**src/rtl/truth_table_sweeper_pkg.sv**
```systemverilog
// Shared definitions for the truth-table sweeper: FSM state encoding and
// the default number of settle cycles per input vector.
package truth_table_sweeper_pkg;

  localparam int SETTLE_DEFAULT = 2;
  localparam int TIMER_W        = 4;   // holds SETTLE-1 for SETTLE in 1..15
  localparam int NUM_VEC        = 16;

  typedef enum logic [1:0] {
    ST_IDLE   = 2'd0,
    ST_SETTLE = 2'd1,
    ST_SAMPLE = 2'd2,
    ST_DONE   = 2'd3
  } state_t;

endpackage

```
**src/rtl/truth_table_sweeper_sweep_timer.sv**
```systemverilog
// Settle-cycle down-counter. A load sets the count. The count then runs down
// to zero and stays there. expire is high while the count is zero, so a
// load value of N-1 keeps the caller waiting for exactly N cycles.
module sweep_timer
  import truth_table_sweeper_pkg::*;
(
  input  logic               clk,
  input  logic               rst,
  input  logic               load,
  input  logic [TIMER_W-1:0] load_val,
  output logic               expire
);

  logic [TIMER_W-1:0] cnt;

  // Load takes priority. Otherwise count down and stop at zero.
  always_ff @(posedge clk or posedge rst) begin
    if (rst)             cnt <= '0;
    else if (load)       cnt <= load_val;
    else if (cnt != '0)  cnt <= cnt - 1'b1;
  end

  assign expire = (cnt == '0);

endmodule

```
**src/rtl/truth_table_sweeper.sv**
```systemverilog
// Exhaustive sweep of a 4-input combinational function. Each vector is held
// on A..D for SETTLE+1 cycles: SETTLE cycles to settle and one cycle to
// sample. f is captured into tt, and the block counts the mismatches against
// a truth table that is latched when the sweep starts.
module truth_table_sweeper
  import truth_table_sweeper_pkg::*;
#(
  parameter int SETTLE = SETTLE_DEFAULT
) (
  input  logic        clk,
  input  logic        rst,
  input  logic        start,
  input  logic [15:0] exp_tt,
  input  logic        f,
  output logic        A,
  output logic        B,
  output logic        C,
  output logic        D,
  output logic        busy,
  output logic        done,
  output logic [15:0] tt,
  output logic [4:0]  errcnt,
  output logic        mismatch
);

  localparam logic [TIMER_W-1:0] LOAD_VAL = TIMER_W'(SETTLE - 1);

  state_t      state, nxt;
  logic [3:0]  idx;
  logic [15:0] exp_q;
  logic [15:0] tt_q;
  logic [4:0]  err_q;
  logic        tmr_load, tmr_expire;
  logic        accept, last_vec;

  assign accept   = (state == ST_IDLE) && start;
  assign last_vec = (idx == 4'd15);
  // Re-arm the timer on every entry to the settle state.
  assign tmr_load = accept || ((state == ST_SAMPLE) && !last_vec);

  sweep_timer u_timer (
    .clk      (clk),
    .rst      (rst),
    .load     (tmr_load),
    .load_val (LOAD_VAL),
    .expire   (tmr_expire)
  );

  // State register.
  always_ff @(posedge clk or posedge rst) begin
    if (rst) state <= ST_IDLE;
    else     state <= nxt;
  end

  // Next-state logic. start is ignored outside IDLE, and no request is queued.
  always_comb begin
    nxt = state;
    case (state)
      ST_IDLE:   if (start)      nxt = ST_SETTLE;
      ST_SETTLE: if (tmr_expire) nxt = ST_SAMPLE;
      ST_SAMPLE: nxt = last_vec ? ST_DONE : ST_SETTLE;
      ST_DONE:   nxt = ST_IDLE;
      default:   nxt = ST_IDLE;
    endcase
  end

  // Sweep datapath. The index, expected table and results are cleared on
  // accept. Sampling happens on the edge that leaves SAMPLE.
  always_ff @(posedge clk or posedge rst) begin
    if (rst) begin
      idx   <= '0;
      exp_q <= '0;
      tt_q  <= '0;
      err_q <= '0;
    end else if (accept) begin
      idx   <= '0;
      exp_q <= exp_tt;
      tt_q  <= '0;
      err_q <= '0;
    end else if (state == ST_SAMPLE) begin
      tt_q[idx] <= f;
      if ((f != exp_q[idx]) && (err_q != 5'd16)) err_q <= err_q + 5'd1;
      if (!last_vec) idx <= idx + 4'd1;
    end
  end

  assign busy            = (state == ST_SETTLE) || (state == ST_SAMPLE);
  assign done            = (state == ST_DONE);
  assign {A, B, C, D}    = busy ? idx : 4'b0000;
  assign tt              = tt_q;
  assign errcnt          = err_q;
  assign mismatch        = (err_q != 5'd0);

endmodule
```
**config.mk**
```make
export PLATFORM = sky130hd
export DESIGN_NAME = truth_table_sweeper
export DESIGN_NICKNAME = d
export VERILOG_FILES = /design/src/rtl/truth_table_sweeper_pkg.sv /design/src/rtl/truth_table_sweeper_sweep_timer.sv /design/src/rtl/truth_table_sweeper.sv
export SDC_FILE = /design/constraint.sdc
export NUM_CORES = 1
export LEC_CHECK = 0
export ABC_AREA = 1
export BUFFER_PORTS_ARGS = -buffer_cell sky130_fd_sc_hd__buf_2
export CORE_AREA = 2 2 64 111
export CTS_CLUSTER_DIAMETER = 100
export DETAILED_ROUTE_END_ITERATION = 7
export DIE_AREA = 0 0 66 113
export HOLD_SLACK_MARGIN = 0.12
export PLACE_DENSITY = 0.63
export SLEW_MARGIN = 5
export SYNTH_ARGS = -nofsm -noshare
export SYNTH_HDL_FRONTEND = slang
export SYNTH_SLANG_ARGS = --single-unit
export TNS_END_PERCENT = 50
```
**constraint.sdc**
```tcl
create_clock -name clk -period 3.12 [get_ports clk]
set_input_delay 0 -clock clk [delete_from_list [all_inputs] [get_ports clk]]
set_output_delay 0 -clock clk [all_outputs]
set_load 0.01 [all_outputs]
```
# Word-level counts from Yosys, hierarchy flattened
# Cells that the tools add are included.
[classes]
addsub = 3
magnitude_cmp = 2
n_eq_ne = 9
n_mux = 20
reduce_logical = 17
[op_table]
columns = ["op", "n"]
rows = [
  ["16-bit two-way mux", 2],
  ["4-bit two-way mux", 6],
  ["16-bit bitwise mux", 1],
  ["5-bit two-way mux", 3],
  ["2-bit one-hot mux with 4 select lines", 1],
  ["2-bit two-way mux", 3],
  ["2-bit != test, second input constant", 3],
  ["2-bit AND reduction", 3],
  ["2-bit nonzero test", 3],
  ["5-bit by 1-bit adder with 5-bit output, second input constant", 1],
  ["4-bit by 5-bit less-than comparator with 1-bit output, second input constant", 1],
  ["5-bit != test, second input constant", 1],
  ["5-bit nonzero test", 1],
  ["4-bit by 1-bit adder with 4-bit output, second input constant", 1],
  ["1-bit binary-select mux with 4-bit select", 1],
  ["1-bit demux with 4-bit select", 1],
  ["2-bit == test, second input constant", 2],
  ["4-bit == test, second input constant", 1],
  ["4-bit by 1-bit greater-or-equal comparator with 1-bit output, second input constant", 1],
  ["1-bit logical AND", 4],
  ["4-bit zero test", 1],
  ["4-bit nonzero test", 1],
  ["4-bit by 1-bit subtractor with 4-bit output, second input constant", 1],
  ["2-bit by 1-bit == test with 1-bit output, second input constant", 1],
  ["other kinds (5)", 7],
]
[totals]
reg_bits = 47
out_inout_bits = 28

# Logic depth before layout (Yosys ltp)
[depth]
ltp_word = 7
ltp_mapped = 14

# Cells and area by module
# A second synthesis with hierarchy kept.
[unflattened]
hier_cells = 359
area_unflattened_um2 = 2653.8
[by_module_without_submodules]
columns = ["module", "instances", "cells_per_inst", "area_per_inst_um2"]
rows = [
  ["truth_table_sweeper", 1, 321, 2394.8],
  ["sweep_timer", 1, 38, 259.0],
]

# Least setup slack after synthesis
# Ideal clock, no wire load.
[synth_path]
path_type = "reg2reg"
start = "reg state[0]"
end = "reg tt_q[15], in the netlist tt[15]"
t_arrival_ns = 1.465
required_time_ns = 3.044
setup_slack_ns = 1.578
stages_incl_launch_ff = 9
n_path_buf = 1
period_less_slack_ns = 1.542
path_cell_list = "dfrtp_1 > inv_1 > ha_1 > nand2_1 > inv_2 > nor2_1 > buf_2 > nand2_1 > o21ai_1"
[synth_via]
elab_chain_len = 3
word_cells_on_any_way = 5
[synth_rtl]
columns = ["element", "line", "text"]
rows = [
  ["start: declaration", "truth_table_sweeper.sv:28", "state_t state, nxt;"],
  ["start signal: assignment", "truth_table_sweeper.sv:52", "else state <= nxt;"],
  ["2-bit zero test", "truth_table_sweeper.sv:36", "assign accept = (state == ST_IDLE) && start;"],
  ["1-bit logical AND", "truth_table_sweeper.sv:36", ""],
  ["16-bit two-way mux / 2-bit nonzero test (equally long branches)", "n/a", ""],
  ["end signal: assignment", "truth_table_sweeper.sv:73", "tt_q <= '0;"],
  ["end signal: assignment", "truth_table_sweeper.sv:78", "tt_q <= '0;"],
  ["end signal: indexed assignment", "truth_table_sweeper.sv:81", "tt_q[idx] <= f;"],
  ["end: declaration", "truth_table_sweeper.sv:31", "logic [15:0] tt_q;"],
]
# Parallel ways exist; a longest one is shown, timed or not.
# A chain may end at the register's enable or synchronous reset.

# Worst setup path in the final report
[layout_path]
start = "reg state[0]"
end = "reg tt_q[10], in the netlist tt[10]"
# Same word-level chain as after synthesis.

==> results.toml <==
[status]
run_status = "completed"

[logic_synthesis]
synthCells = 343
synthSimpleGateAreaFrac_pct = 25.5
synth_top_area_cell = "dfrtp_1"
synth.area.mux_share_pct = 0
yosys_warnings = 0
synth_xor_area_share_pct = 0.342
syn_area_per_cell_sq_um = 7.46
synth_area_leaders = "dfrtp_1, nand2_1, inv_1"
synth_cell_type_count = 24
synth-compound-area-share_pct = 9.98
synth_seq_cells = 47
synth_fp_nets = 376
synth_top_family_by_area = "simple AND/OR/NAND/NOR gates"
syn_area_sq_um = 2560
synth_fa_ha_area_share_pct = 6.36
synth_top_cell_area_share_pct = 46.0
ys_seq_area_share_pct = 46.0

[clock_network]
path_clk_slew_ns = 0.07
cts_tree = "done"
clockBufferDepth = 2
cts-resized-gates = 0
cts_buffers = 5
numClockSinks = 47
clk-insertion-delay-late_ns = 0.30
htree_num_levels = 2
cts-root-buf = "clkbuf_16"

[global_routing]
antenna_found_initial = 0
grt-ovfl-total = 0
grt_pass1_vias = 2256
grt_use_total_pct = 17.4
grt_max_degree = 48
grt_pass1_wl_microns = 10100

[route]
ant_nets = 0
drt-vias-per-instance = 4.65
drt-total-wl_microns = 5890
num_vias = 2281
post_drt_wl_per_cell_microns = 12.0
drt_iter0_markers = 92
drc = 0
dr.pass1.iters = 5

[placement]
portBuffers = 47
place_inst = 466
place_congestion = 0.771
dpl.hpwl_microns = 4250

[floorplanning]
io_pins = 48
row_count = 39
start_util_pct = 39.1
die_w_microns = 66
core_area_sq_um = 6540
die_h_microns = 113
die_area_sq_um = 7460

[timing]
period_share_pct = 69.1
final.setup.tns_ns = 0
tightest_slew_ns = 0.979
rsz0062_at_grt = "false"
fin_crit_ns = 2.16
holdWs_ns = 0.160
slew_violations = 0
hold_viol = 0
relSlewSlack_pct = 34.5
fmax_mhz = 464
setup_viol = 0
clock-skew-final_ns = 0.00637

[finish]
mostFrequentLayoutCell = "nand2_1"
layout_common_cells = "nand2_1, inv_1, dfrtp_1, buf_2, o21ai_0"
layout.nets = 441
area_delta_synth_final_pct = 25.2
drive_gt1_share_pct = 19.8
diodes = 0
final_cell_count_no_fill = 491

[setup_path]
reg2reg_setup_slack_ns = 0.96
critical_path.max_fanout = 16
cpMaxStageDelayCell = "nor2_1"
path_class = "reg2reg"
cpMostUsedCell = "inv_1"
critPathBufInv = 3
crit_chain = "inv_1, ha_1, nand2_1, inv_2, nor2_1, o21ai_0, inv_1"
start_kind = "flop"
r2r_start = "state[0]$_DFFE_PP0P_"
end_kind = "flop"
arrival_ns = 2.39
slowest_delay_ns = 0.74
required_ns = 3.35
reg2regPathDepth = 7
critPathTopFamily = "simple AND/OR/NAND/NOR gates"
r2r-end = "tt[10]$_DFFE_PP0P_"

[job]
maxCapViolations = 0

[worst_hold_path]
min_path_cells = 5
worst_hold_startpoint = "start"
hold_class = "in2reg"
holdPathEnd = "state[1]$_DFFE_PP0P_"

[pwr]
power-per-cell-area_nw_per_um2 = 867
peakVddDrop_v = 0.000426
p_leak_uw = 0.00188
## worst max path at each step
stage	from	to	slack, ns	cells past startpoint
finish	state[0]$_DFFE_PP0P_	tt[10]$_DFFE_PP0P_	0.96	7
global route	state[0]$_DFFE_PP0P_	tt[9]$_DFFE_PP0P_	0.68	7
CTS	state[0]$_DFFE_PP0P_	tt[10]$_DFFE_PP0P_	0.93	7
detailed placement	state[0]$_DFFE_PP0P_	tt[11]$_DFFE_PP0P_	0.94	7
global placement	state[0]$_DFFE_PP0P_	tt[11]$_DFFE_PP0P_	1.08	7
floorplan	state[0]$_DFFE_PP0P_	tt[15]$_DFFE_PP0P_	1.58	8
## cells in the mapped netlist, drive strengths merged
cell type and number:
a21oi 5, a22oi 1, buf 3, clkbuf 5
dfrtp 47, ha 13, inv 66, nand2 116
nand3 14, nand4 4, nor2 18, nor3 3
nor4 3, o21ai 43, o31ai 1, xnor2 1
## state kept, by name, indices dropped and copies added (netlist names)
signal,flops
errcnt,5
exp_q,16
idx,4
state,2
tt,16
u_timer.cnt,4
## stage by stage
stage / total power (uW) / setup WS [ns] / utilization, % / area, sq um
floorplan: 1840 / 1.58 / - / 2560
global placement: 2130 / 1.08 / 43.7 / 2860
detailed placement: 2150 / 0.938 / 43.7 / 2860
CTS: 2810 / 0.926 / 49.0 / 3200
global route: 3030 / 0.681 / 49.0 / 3200
finish: 2780 / 0.964 / 49.0 / 3200
## power by group
group	internal [uW]	total [uW]	leakage (uW)	switching, uW
logic	425	1180	0.00118	759
registers	815	963	0.000613	148
clock network	381	630	0.0000804	248
total	1620	2780	0.00188	1160
## tightest hold or removal path: stages
cell and delay [ns]:
buf_2 0.12, inv_1 0.05, a22oi_1 0.11, inv_2 0.07, o31ai_1 0.06
## metal layers
layer	global-route usage [%]	vias up	share of wire [%]
met5	0	-	0
met4	6.94	0	1.9
met1	20.7	1041	43
met3	2.78	5	3.8
met2	30.7	56	51
li1	-	1179	-
## cells by family after synthesis
group / after synthesis
XOR/XNOR: 1
AND/OR/NAND/NOR: 158
AO/OA/AOI/OAI: 50
adder cells (fa/ha/maj): 13
flip-flops: 47
buffers and inverters: 74
## what timing repair did
action / CTS / global route
hold endpoints to repair: 63 / 0
hold buffers: 17 / 0
endpoints found under the setup margin: 0 / 0
buffers inserted: 0 / 0
## final cells by class
cell class / count / area, sq um
clock buffers: 5 / 125
fillers: 662 / 3340
clock inverters: 3 / 46.3
multi-input cells: 222 / 1080
well taps: 82 / 103
repair buffers: 66 / 420
inverters: 66 / 253
flip-flops and latches: 47 / 1180
(Power assumes the default switching activity.)
